$ cat config.mk
export PLATFORM = sky130hd
export DESIGN_NAME = demux1to8_reg
export DESIGN_NICKNAME = d
export VERILOG_FILES = /design/src/rtl/demux1to8_reg.sv
export SDC_FILE = /design/constraint.sdc
export NUM_CORES = 1
export LEC_CHECK = 0
export BUFFER_PORTS_ARGS = -buffer_cell sky130_fd_sc_hd__clkbuf_2
export CAP_MARGIN = 5
export CORE_MARGIN = 2
export CORE_UTILIZATION = 40
export DETAILED_ROUTE_END_ITERATION = 8
export PLACE_DENSITY = 0.6
export SYNTH_ARGS = -nofsm -noshare
export SYNTH_HDL_FRONTEND = slang
export SYNTH_SLANG_ARGS = --single-unit
$ cat constraint.sdc
create_clock -name clk -period 2.6 [get_ports clk]
set_clock_uncertainty 0.2 [all_clocks]
set_input_delay 0.13 -clock clk [delete_from_list [all_inputs] [get_ports clk]]
set_output_delay 0.13 -clock clk [all_outputs]
set_load 0.01 [all_outputs]
$ cat src/rtl/demux1to8_reg.sv
// demux1to8_reg: registered 1-to-8 word distributor.
// One input word per cycle is steered to a single lane (in_sel) or to all
// lanes (in_bcast). Each lane holds its word until its consumer handshakes.
// A lane being drained in the same cycle counts as free, so a lane can be
// reloaded back-to-back at full rate with no bubble.
module demux1to8_reg #(
    parameter int DATA_W = 16,
    parameter int CNT_W  = 16
) (
    input  logic                  clk,
    input  logic                  rst_n,
    input  logic                  in_valid,
    output logic                  in_ready,
    input  logic [DATA_W-1:0]     in_data,
    input  logic [2:0]            in_sel,
    input  logic                  in_bcast,
    output logic [7:0]            out_valid,
    input  logic [7:0]            out_ready,
    output logic [8*DATA_W-1:0]   out_data,
    output logic [CNT_W-1:0]      acc_cnt
);

    logic [7:0]        laneFree;
    logic [7:0]        loadMask;
    logic              xferDone;
    logic [DATA_W-1:0] laneData [8];

    // Free lanes, input readiness and which lanes load this cycle.
    // With in_valid low, xferDone is 0 so a don't-care in_sel/in_bcast
    // cannot reach any state.
    always_comb begin
        laneFree = ~out_valid | out_ready;
        in_ready = in_bcast ? (&laneFree) : laneFree[in_sel];
        xferDone = in_valid && in_ready;
        loadMask = 8'h00;
        if (xferDone) begin
            loadMask = in_bcast ? 8'hFF : (8'h01 << in_sel);
        end
    end

    // Per-lane valid flags: a reload wins over a drain in the same cycle.
    always_ff @(posedge clk or negedge rst_n) begin
        if (!rst_n) begin
            out_valid <= 8'h00;
        end else begin
            for (int i = 0; i < 8; i++) begin
                if (loadMask[i]) begin
                    out_valid[i] <= 1'b1;
                end else if (out_ready[i]) begin
                    out_valid[i] <= 1'b0;
                end
            end
        end
    end

    // Lane data registers: only a load changes them, so a drained lane keeps its last word.
    always_ff @(posedge clk or negedge rst_n) begin
        if (!rst_n) begin
            for (int i = 0; i < 8; i++) begin
                laneData[i] <= '0;
            end
        end else begin
            for (int i = 0; i < 8; i++) begin
                if (loadMask[i]) begin
                    laneData[i] <= in_data;
                end
            end
        end
    end

    // Accepted-transfer counter; a broadcast is one transfer, wraps naturally.
    always_ff @(posedge clk or negedge rst_n) begin
        if (!rst_n) begin
            acc_cnt <= '0;
        end else if (xferDone) begin
            acc_cnt <= acc_cnt + CNT_W'(1);
        end
    end

    // Flatten the lane registers onto the output bus.
    always_comb begin
        out_data = '0;
        for (int i = 0; i < 8; i++) begin
            out_data[i*DATA_W +: DATA_W] = laneData[i];
        end
    end

endmodule

==> metrics.md, run 1 <==
| Metric | Value |
|---|---|
| Worst endpoint required time | 2270 ps |
| Main synth FF type | dfrtp_1 |
| # rows | 46 |
| Layout Nets | 670 |
| Worst setup margin | 99.5 ps |
| CTS sink count | 152 |
| Number of synthesized flops with an enable pin | 0 |
| P per Cell Area | 1240 nW/um2 |
| ANT nets after route | 0 |
| Most frequent cells after synthesis | dfrtp_1 (152), mux2_2 (75), mux2_4 (45), xnor2_1 (15), o311ai_1 (13) |
| H-Tree Depth | 4 |
| GR Util met1 | 25.8% |
| Met3 GRT Util | 6.72% |
| Initial antenna violation count | 1 |
| Largest net degree at the start of global routing | 61 |
| WL per Instance | 18.5 um |
| Final instance area | 8650 um2 |
| CP arrival | 2170 ps |
| Crit path from | out_ready[6] |
| CP Capture Type | primary output |
| Busiest grt layer | met2 |
| Setup violations, final | 0 |
| DRT Wirelength | 16.1 mm |
| DRC errors left | 0 |
| Synth-to-layout area growth | 34.1% |
| Area of the core | 15800 um2 |
| Reg-to-reg slack, setup | 280 ps |
| Crit Path Category | input port to primary output |
| Yosys reg bits | 152 |
| First-pass GRT wire length | 24.6 mm |
| Layout cells sized above 1 | 58.1% |
| CTS tree | built |
| Clock transition at path regs | 60 ps |
| Initial drt markers | 148 |
| CTS max path bufs | 2 |
| Root buf cell | clkbuf_16 |
| Num CTS Buffers | 17 |
| Worst r2r src | out_valid[3]$_DFFE_PN0P_ |
| Routed vias | 4233 |
| Dpl hpwl | 11.0 mm |
| Die Width | 131 um |
| Hold Fails Final Rpt | 0 |
| Max-cap violations | 0 |
| Dominant cell type by area after synthesis | dfrtp_1 |
| Syn_nets | 437 |
| Synth Instances | 405 |
| Least-Margin Pin Slew | 824 ps |
| Slew headroom | 44.8% |
| Pre-Repair DR Iteration Count | 4 |
| Distinct cells, synth | 44 |
| Die Area | 17100 um2 |
| Gr ovfl total | 0 |
| Post-synthesis cell area | 6450 um2 |
| TNS Setup | 0 ps |
| Count of warnings emitted by yosys | 0 |
| Min Tclk post-route | 2500 ps |
| Leakage | 4.25 nW |
| Hold WC Path Type | input port to asynchronous set/reset pin |
| Area contributors post-synth | dfrtp_1 (59%), mux2_2 (13%), mux2_4 (10%) |
| Post-DP Area | 7640 um2 |
| Post-synth top area share | 59.0% |
| Status | completed |
| Clock latency on the worst-skew pair | 420 ps |
| Cells on worst reg2reg path | 5 |
| RSZ-0062 raised after global routing | false |
| Top-count cell post-synth | dfrtp_1 |
| Vias per inst | 4.88 |
| Post-synthesis sequential area ratio | 59.0% |
| Capturing point of the worst reg2reg path | out_data[63]$_DFFE_PN0P_ |
| F_max | 400 MHz |
| GRT Resource Usage Total | 19.4% |
| Vias in the first global route | 4304 |
| IO Port Bufs | 183 |
| Die span in y | 131 um |
| Met2 usage | 30.2% |
| Startpoint Class | input port |
| Syn_area_per_cell | 15.9 um2 |
| I/O pin total | 184 |
| Fin util | 54.6% |
| Routability cong. | 0.794 |
| Slew Limit Fails | 0 |
| Worst slack, placed | 247 ps |
| Async SR Flop Fraction | 100% |
| Crit share post-route | 96.2% |
| VDD IR max | 706 uV |
| Crit-path max FO | 12 |
| Initial Util | 40.7% |
## registers in the layout, summed over array words and instances, names as in the netlist
register   flops
out_data     128
acc_cnt       16
out_valid      8
## critical path, stage by stage
cell           delay (ps)
dlygate4sd3_1         560
clkbuf_2              110
nand2b_1              150
buf_4                 140
mux2i_1               330
a211oi_4              210
or3_1                 400
clkbuf_2              130
## logic make-up after synthesis
| kind of cell | count (synthesis) | share of synthesized area, % |
|---|---|---|
| compound gates | 28 | 5.14 |
| mux | 130 | 25.3 |
| simple gates | 54 | 5.30 |
| xor+xnor | 15 | 2.04 |
| flops | 152 | 59.0 |
| buf+inv | 25 | 3.01 |
| fa+ha+maj | 1 | 0.194 |
## placed cells by master (no fill, tap or decap), drive strengths merged, types with 2 or more instances in the layout
cell type,instances
o31ai,2
buf,25
and2,2
xnor2,15
nand2,10
nand4,4
nor4,5
clkinv,4
nand3,2
clkbuf,200
o311ai,14
nand2b,8
bufinv,7
o21ai,7
and3,6
dlygate4sd3,25
nor3,8
dfrtp,152
nor2,3
mux2,129
inv,9
## worst max path at each step
stage,end,slack (ps),cells after the start
global route,in_ready,20,8
global placement,out_data[5]$_DFFE_PN0P_,310,6
CTS,in_ready,80,8
floorplan,out_data[118]$_DFFE_PN0P_,430,7
finish,in_ready,100,8
detailed placement,out_data[42]$_DFFE_PN0P_,250,7
## area by class of cell
class                   count  area [um2]
fillers                  1366        7180
flip-flops and latches    152        3800
multi-input cells         228        2450
repair buffers            232        1390
clock buffers              18         439
well taps                 216         270
clock inverters            14         267
inverters                   7        26.3
diodes                      1        2.50
## per-layer routing
metal  up-vias  part of all wire, %
met2       117                   49
li1       1931                    -
met1      2171                   44
met4         0                  1.1
met3        14                  5.9
met5         -                    0
## through the flow
step	hold WS [ps]	total power, mW	std cells
6_report	34.1	10.7	868
5_1_grt	53.2	11.3	868
4_1_cts	20.4	10.8	862
3_5_place_dp	-97.5	7.81	804
3_3_place_gp	-98.5	7.72	804
2_1_floorplan	-366	6.13	405
## report_power, final
group | internal [mW] | leakage, nW | switching (mW)
Clock | 1.93 | 0.341 | 0.989
Sequential | 3.46 | 1.83 | 0.656
Combinational | 1.94 | 2.07 | 1.73
## what timing repair did
action,in CTS,in global routing
resized for setup,0,0
pin swaps,1,1
endpoints found under the hold margin,288,0
buffers inserted,1,5
cloned,0,0
hold buffers,25,0
setup endpoints to repair,1,1
(Power assumes the default switching activity.)
==> inputs of run 2 (changes only) <==
--- a/config.mk
+++ b/config.mk
@@ -10,6 +10,7 @@
 export CORE_MARGIN = 2
 export CORE_UTILIZATION = 40
 export DETAILED_ROUTE_END_ITERATION = 8
+export GPL_ROUTABILITY_DRIVEN = 0
 export PLACE_DENSITY = 0.6
 export SYNTH_ARGS = -nofsm -noshare
 export SYNTH_HDL_FRONTEND = slang
==> constraint.sdc (replaced) <==
create_clock -name clk -period 2.43 [get_ports clk]
set_clock_uncertainty 0.2 [all_clocks]
set_input_delay 0.3645 -clock clk [delete_from_list [all_inputs] [get_ports clk]]
set_output_delay 0.3645 -clock clk [all_outputs]
set_load 0.01 [all_outputs]
==> metrics.md, run 2 (synthesized netlist as in run 1, its figures left out) <==
| Metric | Value |
|---|---|
| Least-Margin Pin Slew | 564 ps (was 824 ps) |
| Crit Path Category | flop to primary output (was input port to primary output) |
| Multi-input combinational cell area | 2560 um2 (was 2450 um2) |
| IO Port Bufs | 183 (unchanged) |
| Root buf cell | clkbuf_16 (unchanged) |
| Cell count of the worst hold path | 3 |
| Die Width | 131 um (unchanged) |
| Initial Util | 40.7% (unchanged) |
| Worst r2r src | out_valid[0]$_DFFE_PN0P_ (was out_valid[3]$_DFFE_PN0P_) |
| Most frequent cells in the layout | clkbuf_2 (181), dfrtp_1 (152), mux2_2 (68), mux2_4 (61), buf_4 (25) (was clkbuf_2 (182), dfrtp_1 (152), mux2_2 (75), mux2_4 (45), dlygate4sd3_1 (25)) |
| Gr ovfl total | 0 (unchanged) |
| First-pass GRT wire length | 24.4 mm (was 24.6 mm) |
| RSZ-0062 raised after global routing | true (was false) |
| Clock transition at path regs | 60 ps (about the same) |
| Register share of total power | 39.4% (was 38.4%) |
| Layout Cells excl Fill | 858 (was 868) |
| WL per Instance | 18.8 um (was 18.5 um) |
| DRC errors left | 0 (unchanged) |
| GRT Resource Usage Total | 19.1% (was 19.4%) |
| Hold Crit Start | out_ready[2] |
| Largest net degree at the start of global routing | 93 (was 61) |
| CP arrival | 1920 ps (was 2170 ps) |
| Slew Limit Fails | 0 (unchanged) |
| Final instance area | 8640 um2 (was 8650 um2) |
| Worst endpoint required time | 1870 ps (was 2270 ps) |
| Vias in the first global route | 4240 (was 4304) |
| Combinational power share | 37.2% (was 34.3%) |
| Max FFs per register | 128 (unchanged) |
| CTS tree | built (unchanged) |
| Die Area | 17100 um2 (unchanged) |
| Reg-to-reg slack, setup | 50 ps (was 280 ps) |
| TNS Setup | -50.4 ps (was 0 ps) |
| Min Tclk post-route | 2480 ps |
| Num CTS Buffers | 17 (unchanged) |
| Dpl hpwl | 11.3 mm (was 11.0 mm) |
| Hold WC Path Type | input port to flop (was input port to asynchronous set/reset pin) |
| Max-cap violations | 0 (unchanged) |
| VDD IR max | 660 uV (was 706 uV) |
| Worst slack, placed | 15.8 ps (was 247 ps) |
| Layout Nets | 661 (was 670) |
| NetSw | 3.64 mW (was 3.38 mW) |
| Cells on worst reg2reg path | 8 (was 5) |
| Capturing point of the worst reg2reg path | out_data[10]$_DFFE_PN0P_ (was out_data[63]$_DFFE_PN0P_) |
| I/O pin total | 184 (unchanged) |
| WHS Endpoint | out_valid[2]$_DFFE_PN0P_ |
| ANT nets after route | 0 (unchanged) |
| Area of the core | 15800 um2 (unchanged) |
| F_max | 403 MHz |
| CP Capture Type | primary output (unchanged) |
| CTS max path bufs | 2 (unchanged) |
| Worst setup margin | -50.4 ps (was 99.5 ps) |
| Inst Count DP | 813 (was 804) |
| Setup violations, final | 1 (was 0) |
| P_int | 7.53 mW (was 7.33 mW) |
| Leakage | 4.29 nW (was 4.25 nW) |
| Layout cells sized above 1 | 62.6% (was 58.1%) |
| Initial drt markers | 158 (was 148) |
| Final Hold Slack | 47.8 ps (was 34.1 ps) |
| P per Cell Area | 1290 nW/um2 (was 1240 nW/um2) |
| Vias per inst | 4.90 (was 4.88) |
| Switch share | 32.6% (was 31.5%) |
| H-Tree Depth | 4 (unchanged) |
| Pwr Total | 11.2 mW (was 10.7 mW) |
| Die span in y | 131 um (unchanged) |
| Fill count | 1356 (was 1366) |
| Slew headroom | 62.0% (was 44.8%) |
| Violated checks | setup timing |
| Fin util | 54.6% (about the same) |
| Routed vias | 4202 (was 4233) |
| Post-DP Area | 7810 um2 (was 7640 um2) |
| # rows | 46 (unchanged) |
| Pre-Repair DR Iteration Count | 4 (unchanged) |
| Seq. cell area | 3800 um2 (unchanged) |
| Crit-path max FO | 3 (was 12) |
| Clock latency on the worst-skew pair | 420 ps (about the same) |
| Crit share post-route | 102% |
| CTS sink count | 152 (unchanged) |
| Status | finished, violations left (was completed) |
| DRT Wirelength | 16.1 mm (about the same) |
| Initial antenna violation count | 1 (unchanged) |
| Startpoint Class | flop (was input port) |
| Commonest non-fill, non-tap cell in the layout | clkbuf_2 (unchanged) |
| # diodes | 0 (was 1) |
| Hold Fails Final Rpt | 0 (unchanged) |
| Clock share of power | 23.4% (was 27.3%) |
| Synth-to-layout area growth | 34.0% (was 34.1%) |
## run 2: cell count changes in the layout (fill, tap and decap cells not counted), sizes merged
cell,previous run,this run
dlygate4sd3,25,2
clkbuf,200,205
clkinvlp,1,3
diode,1,0
bufinv,7,2
clkinv,4,2
buf,25,39
## run 2: layout make-up
cell class                      instances  share of cell area, %
Clock buffer                           23                   5.42
Clock inverter                          9                   1.35
Inverter                                7                  0.304
Multi-Input combinational cell        228                   29.6
Sequential cell                       152                   44.0
Tap cell                              216                   3.13
Timing Repair Buffer                  223                   16.1
## run 2: how the worst max path moves through the flow
stage,startpoint,depth (start not counted),slack (ps),endpoint
finish,out_valid[0]$_DFFE_PN0P_,5,-50,in_ready
global route,out_valid[0]$_DFFE_PN0P_,5,-120,in_ready
CTS,out_valid[0]$_DFFE_PN0P_,5,-80,in_ready
detailed placement,in_sel[0],8,20,out_data[90]$_DFFE_PN0P_
global placement,in_sel[0],6,60,in_ready
floorplan,in_sel[0],5,180,in_ready
## run 2: timing repair
action,CTS,global route
cloned,0,1
buffers inserted,7,6
gates resized for setup,8,20
setup endpoints to repair,1,33
hold endpoints to repair,41,1
hold buffers,1,1
pin swaps,4,3
## run 2: critical path: stages, from the launching register on
cell	delay [ps]
dfrtp_1	370
or3b_4	400
a21oi_4	190
nor2_4	50
or3_4	350
buf_6	130
## run 2: power groups by stage
stage | clock network, mW | logic (mW) | registers (mW)
5_1_grt | 2.81 | 4.46 | 4.55
4_1_cts | 2.67 | 4.07 | 4.40
3_5_place_dp | 0 | 4.03 | 4.42
2_1_floorplan | 0 | 1.67 | 4.89
6_report | 2.62 | 4.15 | 4.40
3_3_place_gp | 0 | 3.97 | 4.37
## run 2: per-layer routing
layer	share of wire [%]	global-route usage, %	vias to the layer above
met3	6.1	6.72	18
li1	-	-	1911
met4	1.2	5.63	2
met1	44	25.1	2159
met2	48	30.2	112
met5	0.099	0	-
